$ cat src/rtl/noisy_channel.sv
// Purpose: channel model; adds button-selected LFSR noise to each sample and saturates it.
// Latency: one clk_10 cycle from channel_input to channel_output; KEY changes reach the output two edges later.
// Backpressure: none; a new sample is accepted and produced on every rising edge.
module noisy_channel #(
  parameter logic [15:0] LFSR_SEED  = 16'hACE1,
  parameter int unsigned LOW_SHIFT  = 10,
  parameter int unsigned MED_SHIFT  = 7,
  parameter int unsigned HIGH_SHIFT = 4
) (
  input  logic        clk_10,
  input  logic        reset,
  input  logic [15:0] channel_input,
  output logic [15:0] channel_output,
  input  logic [2:0]  KEY
);

  // An all-zero seed would lock the LFSR up, so it is replaced with 1.
  localparam logic [15:0] SEED = (LFSR_SEED == 16'h0000) ? 16'h0001 : LFSR_SEED;

  typedef enum logic [1:0] {
    MODE_NONE = 2'd0,
    MODE_LOW  = 2'd1,
    MODE_MED  = 2'd2,
    MODE_HIGH = 2'd3
  } mode_t;

  logic [2:0]         key_s1;
  logic [2:0]         key_s2;
  mode_t              mode;
  logic [15:0]        lfsr;
  logic               lfsr_fb;
  logic signed [15:0] noise;
  logic signed [16:0] sum;
  logic [15:0]        sat;

  // Two-flop synchronizer for the asynchronous push-buttons; idle (released) during reset.
  always_ff @(posedge clk_10 or negedge reset) begin
    if (!reset) begin
      key_s1 <= 3'b111;
      key_s2 <= 3'b111;
    end else begin
      key_s1 <= KEY;
      key_s2 <= key_s1;
    end
  end

  // Buttons are active-low; the highest-numbered pressed button wins.
  always_comb begin
    mode = MODE_NONE;
    if (!key_s2[2])      mode = MODE_HIGH;
    else if (!key_s2[1]) mode = MODE_MED;
    else if (!key_s2[0]) mode = MODE_LOW;
  end

  // Fibonacci taps 16,14,13,11 give a maximal-length sequence that never hits zero.
  always_comb begin
    lfsr_fb = lfsr[15] ^ lfsr[13] ^ lfsr[12] ^ lfsr[10];
  end

  // LFSR runs every cycle regardless of mode so the noise stream stays deterministic.
  always_ff @(posedge clk_10 or negedge reset) begin
    if (!reset) lfsr <= SEED;
    else        lfsr <= {lfsr[14:0], lfsr_fb};
  end

  // Noise amplitude is the signed LFSR word scaled down by an arithmetic shift (floor).
  always_comb begin
    noise = 16'sd0;
    case (mode)
      MODE_LOW:  noise = $signed(lfsr) >>> LOW_SHIFT;
      MODE_MED:  noise = $signed(lfsr) >>> MED_SHIFT;
      MODE_HIGH: noise = $signed(lfsr) >>> HIGH_SHIFT;
      default:   noise = 16'sd0;
    endcase
  end

  // 17-bit sum cannot overflow; clamp when the top two bits disagree.
  always_comb begin
    sum = $signed({channel_input[15], channel_input}) + $signed({noise[15], noise});
    sat = sum[15:0];
    if (sum[16] != sum[15]) sat = sum[16] ? 16'h8000 : 16'h7FFF;
  end

  // Registered output gives exactly one cycle of latency.
  always_ff @(posedge clk_10 or negedge reset) begin
    if (!reset) channel_output <= 16'h0000;
    else        channel_output <= sat;
  end

endmodule

$ cat config.mk
export PLATFORM = sky130hd
export DESIGN_NAME = noisy_channel
export DESIGN_NICKNAME = d
export VERILOG_FILES = /design/src/rtl/noisy_channel.sv
export SDC_FILE = /design/constraint.sdc
export NUM_CORES = 1
export LEC_CHECK = 0
export ABC_CLOCK_PERIOD_IN_PS = 4800
export CORE_ASPECT_RATIO = 0.7
export CORE_MARGIN = 1
export CORE_UTILIZATION = 53
export CTS_BUF_LIST = sky130_fd_sc_hd__clkbuf_8 sky130_fd_sc_hd__clkbuf_16
export CTS_CLUSTER_SIZE = 8
export DETAILED_ROUTE_END_ITERATION = 12
export PLACE_DENSITY = 0.8
export SLEW_MARGIN = 20
export SYNTH_ARGS = -nofsm -noshare
export SYNTH_HDL_FRONTEND = slang
export SYNTH_SLANG_ARGS = --single-unit
$ cat constraint.sdc
create_clock -name clk_10 -period 4.8 [get_ports clk_10]
set_clock_uncertainty 0.2 [all_clocks]
set_input_delay 0.96 -clock clk_10 [delete_from_list [all_inputs] [get_ports clk_10]]
set_output_delay 0.96 -clock clk_10 [all_outputs]
set_load 0.05 [all_outputs]
==> impl_metrics.csv <==
group,metric,value,unit
sta,post-route-period-util,0.811,
drt,firstDrtPassIters,5,
global_routing,first_global_vias,1689,
sta,finalSetupViolations,0,
pwr,switchingPower,0.000246,W
sta,slew_viol_final,0,
cts,cts.path.max_buffers,2,
pwr,combPwrFrac,0.230,
global_routing,grt_use_total,0.225,
floorplanning,start_util,0.551,
worst_setup_path,arrival,3.83,ns
synth,post_synth_instance_area,0.00216,sq mm
cts,htree_levels,2,
floorplanning,die_h,55.4,um
drt,drc,0,
synth,synthFlopType,"dfrtp_1",
worst_setup_path,path_max_fanout,10,
pwr,powerDensity,329,mW/mm^2
pwr,clkPwrFrac,0.376,
sta,finalSetupTns,0,ns
worst_setup_path,criticalPathCategory,"reg -> reg",
pwr,leakage,1.14,nW
pwr,share_seq_of_total_power,0.394,
global_routing,gr-total-overflow,0,
floorplanning,io_pins,37,
synth,ys.warnings.count,0,
floorplanning,num_rows,19,
min_path,hp-class,"reg -> reg",
synth,avgSynthCellArea,9.95,sq um
sta,relSlewSlack,0.462,
synth,synth_nets,255,
layout,n_fill_cell,311,
cts,cts_tree,"built",
global_routing,grt_antenna_before_repair,0,
sta,worstMarginPinSlew,0.807,ns
floorplanning,die_area,0.00434,sq mm
job,max_cap_violations,0,
cts,clk_latency,0.29,ns
layout,multi_input_area,0.00110,sq mm
run_status,run_status,"completed",
pwr,p_sw_frac,0.277,
cts,cts-root-buf,"clkbuf_8",
cts,cts_made_buffers,5,
placement,numPortBuffers,36,
drt,wl_per_cell,15.0,um
drt,vias,1849,
synth,synth-seq-cells,38,
sta,fin_crit,3.89,ns
worst_setup_path,cp.required,4.74,ns
layout,antenna_cells,0,
synth,synth_edf_count,0,
placement,dpl.hpwl,3.30,mm
drt,viasPerCell,5.98,
sta,finalHoldViolCount,0,
cts,clk_transition_reported_paths,0.07,ns
pwr,ir_drop,0.193,mV
pwr,p_int,0.000641,W
layout,post-route-util,0.686,
layout,fin_nets,294,
placement,gp_congestion,0.868,
worst_setup_path,endpoint_kind,"flop",
global_routing,grt_max_degree,39,
layout,seq_area,968,sq um
synth,synth-async-reset-ratio,1.00,
drt,ant_nets,0,
layout,areaGrowthSynthToFinish,24.7,%
floorplanning,coreArea,0.00392,sq mm
cts,post_cts_resized,0,
worst_setup_path,critPathLaunchType,"flop",
global_routing,grt_pass1_wl,7.51,mm
drt,drt_iter0_markers,156,
sta,max_freq,0.257,GHz
drt,routed_wirelength,4.64,mm
floorplanning,die_w,78.3,um
sta,rsz0062_at_grt,"no",
cts,post_cts_buffers,0,
layout,drive_gt1_frac,0.125,
cts,ctsHoldBuffers,0,
synth,yosysSeqAreaShare,0.448,
cts,clkSinkCount,38,
synth,syn_inst,217,
synth,ys_types,52,
[routing by layer]
layer / vias up / track usage / share of wire
met5: - / 0 / 0
met4: 0 / 0.0873 / 0.018
met3: 12 / 0.0529 / 0.076
met2: 84 / 0.336 / 0.43
met1: 872 / 0.318 / 0.47
li1: 881 / - / -
[synthesized netlist by cell type (2+ instances only)]
cell type | instances | area (sq um)
ha_1 | 16 | 200
a31oi_1 | 6 | 37.5
nand3_1 | 2 | 10.0
o21ai_0 | 14 | 70.1
a31o_1 | 2 | 17.5
a21oi_1 | 35 | 175
and3_1 | 3 | 18.8
a22oi_1 | 5 | 37.5
inv_1 | 14 | 52.6
a311oi_1 | 2 | 17.5
nand2_1 | 10 | 37.5
clkbuf_1 | 2 | 7.51
xor2_1 | 5 | 43.8
a21o_1 | 2 | 15.0
dfrtp_1 | 24 | 601
dfstp_2 | 14 | 368
a211oi_1 | 3 | 22.5
buf_6 | 2 | 22.5
nor3_1 | 5 | 25.0
xnor2_1 | 6 | 52.6
nor2_1 | 13 | 48.8
or2_2 | 2 | 12.5
[power groups by stage]
stage               combinational, W  sequential, W  clock (W)
floorplan                  0.0000711       0.000413          0
global placement            0.000199       0.000354          0
detailed placement          0.000201       0.000355          0
CTS                         0.000203       0.000350   0.000338
global route                0.000217       0.000351   0.000349
finish                      0.000204       0.000350   0.000334
[critical path: stages (launching register included)]
cell	delay, ns
dfstp_2	0.55
clkinv_1	0.22
nor2_1	0.32
a22oi_1	0.12
a21oi_1	0.17
ha_1	0.21
inv_1	0.07
fa_1	0.40
and2b_1	0.24
o2111ai_1	0.17
a31oi_1	0.50
nand2_1	0.15
a311oi_1	0.30
a21oi_1	0.12
[flip-flops by register name, summed over array words and instances, names as in the netlist]
signal,cells
key_s2,3
lfsr,16
key_s1,3
channel_output,16
[logic make-up after synthesis]
logic type,Yosys count,share of synthesized area
compound gates,84,0.245
simple gates,47,0.110
flops,38,0.448
buf+inv,19,0.0400
fa+ha+maj,17,0.102
xor+xnor,11,0.0446
mux,1,0.0104
[area by class of cell]
class | count | area share
Clock buffer | 6 | 0.0307
Clock inverter | 2 | 0.0223
Inverter | 15 | 0.0209
Multi-Input combinational cell | 160 | 0.410
Sequential cell | 38 | 0.360
Tap cell | 52 | 0.0242
Timing Repair Buffer | 36 | 0.132
[worst paths after layout]
path | start | endpoint | slack [ns] | depth (start not counted)
setup / recovery | key_s2[1] | channel_output[10] | 0.91 | 13
hold / removal | key_s1[2] | key_s2[2] | 0.16 | 0
setup reg to reg | key_s2[1] | channel_output[10] | 0.91 | 13
hold reg to reg | key_s1[2] | key_s2[2] | 0.16 | 0
max in group asynchronous | reset | lfsr[12] | 3.33 | 1
min in group asynchronous | reset | channel_output[9] | 0.56 | 1
[metrics by stage]
step                      total power (W)  hold WS, ns  instances  setup WS, ns  cell area [sq um]
after floorplan                  0.000484        0.131        217          1.41               2160
after global placement           0.000554        0.135        301          1.01               2550
after detailed placement         0.000556        0.146        301         0.993               2550
after CTS                        0.000891        0.158        309         0.940               2690
after global routing             0.000917        0.159        309         0.580               2690
final                            0.000887        0.157        309         0.909               2690
[cell usage in the layout (no fill, tap or decap), drive strengths merged, types with 2 or more instances in the layout]
cell type / n
a31oi: 6
clkbuf: 6
a311oi: 2
nor3: 5
xor2: 5
a31o: 3
bufinv: 2
dfstp: 14
xnor2: 6
a22oi: 5
dfrtp: 24
a211oi: 3
nand2: 11
ha: 16
a21oi: 35
a21o: 2
and2: 2
o21ai: 15
clkdlybuf4s50: 35
or2: 2
inv: 14
nor2: 13
and3: 3
nand3: 2
No activity file was read; power rests on OpenSTA's default activity.
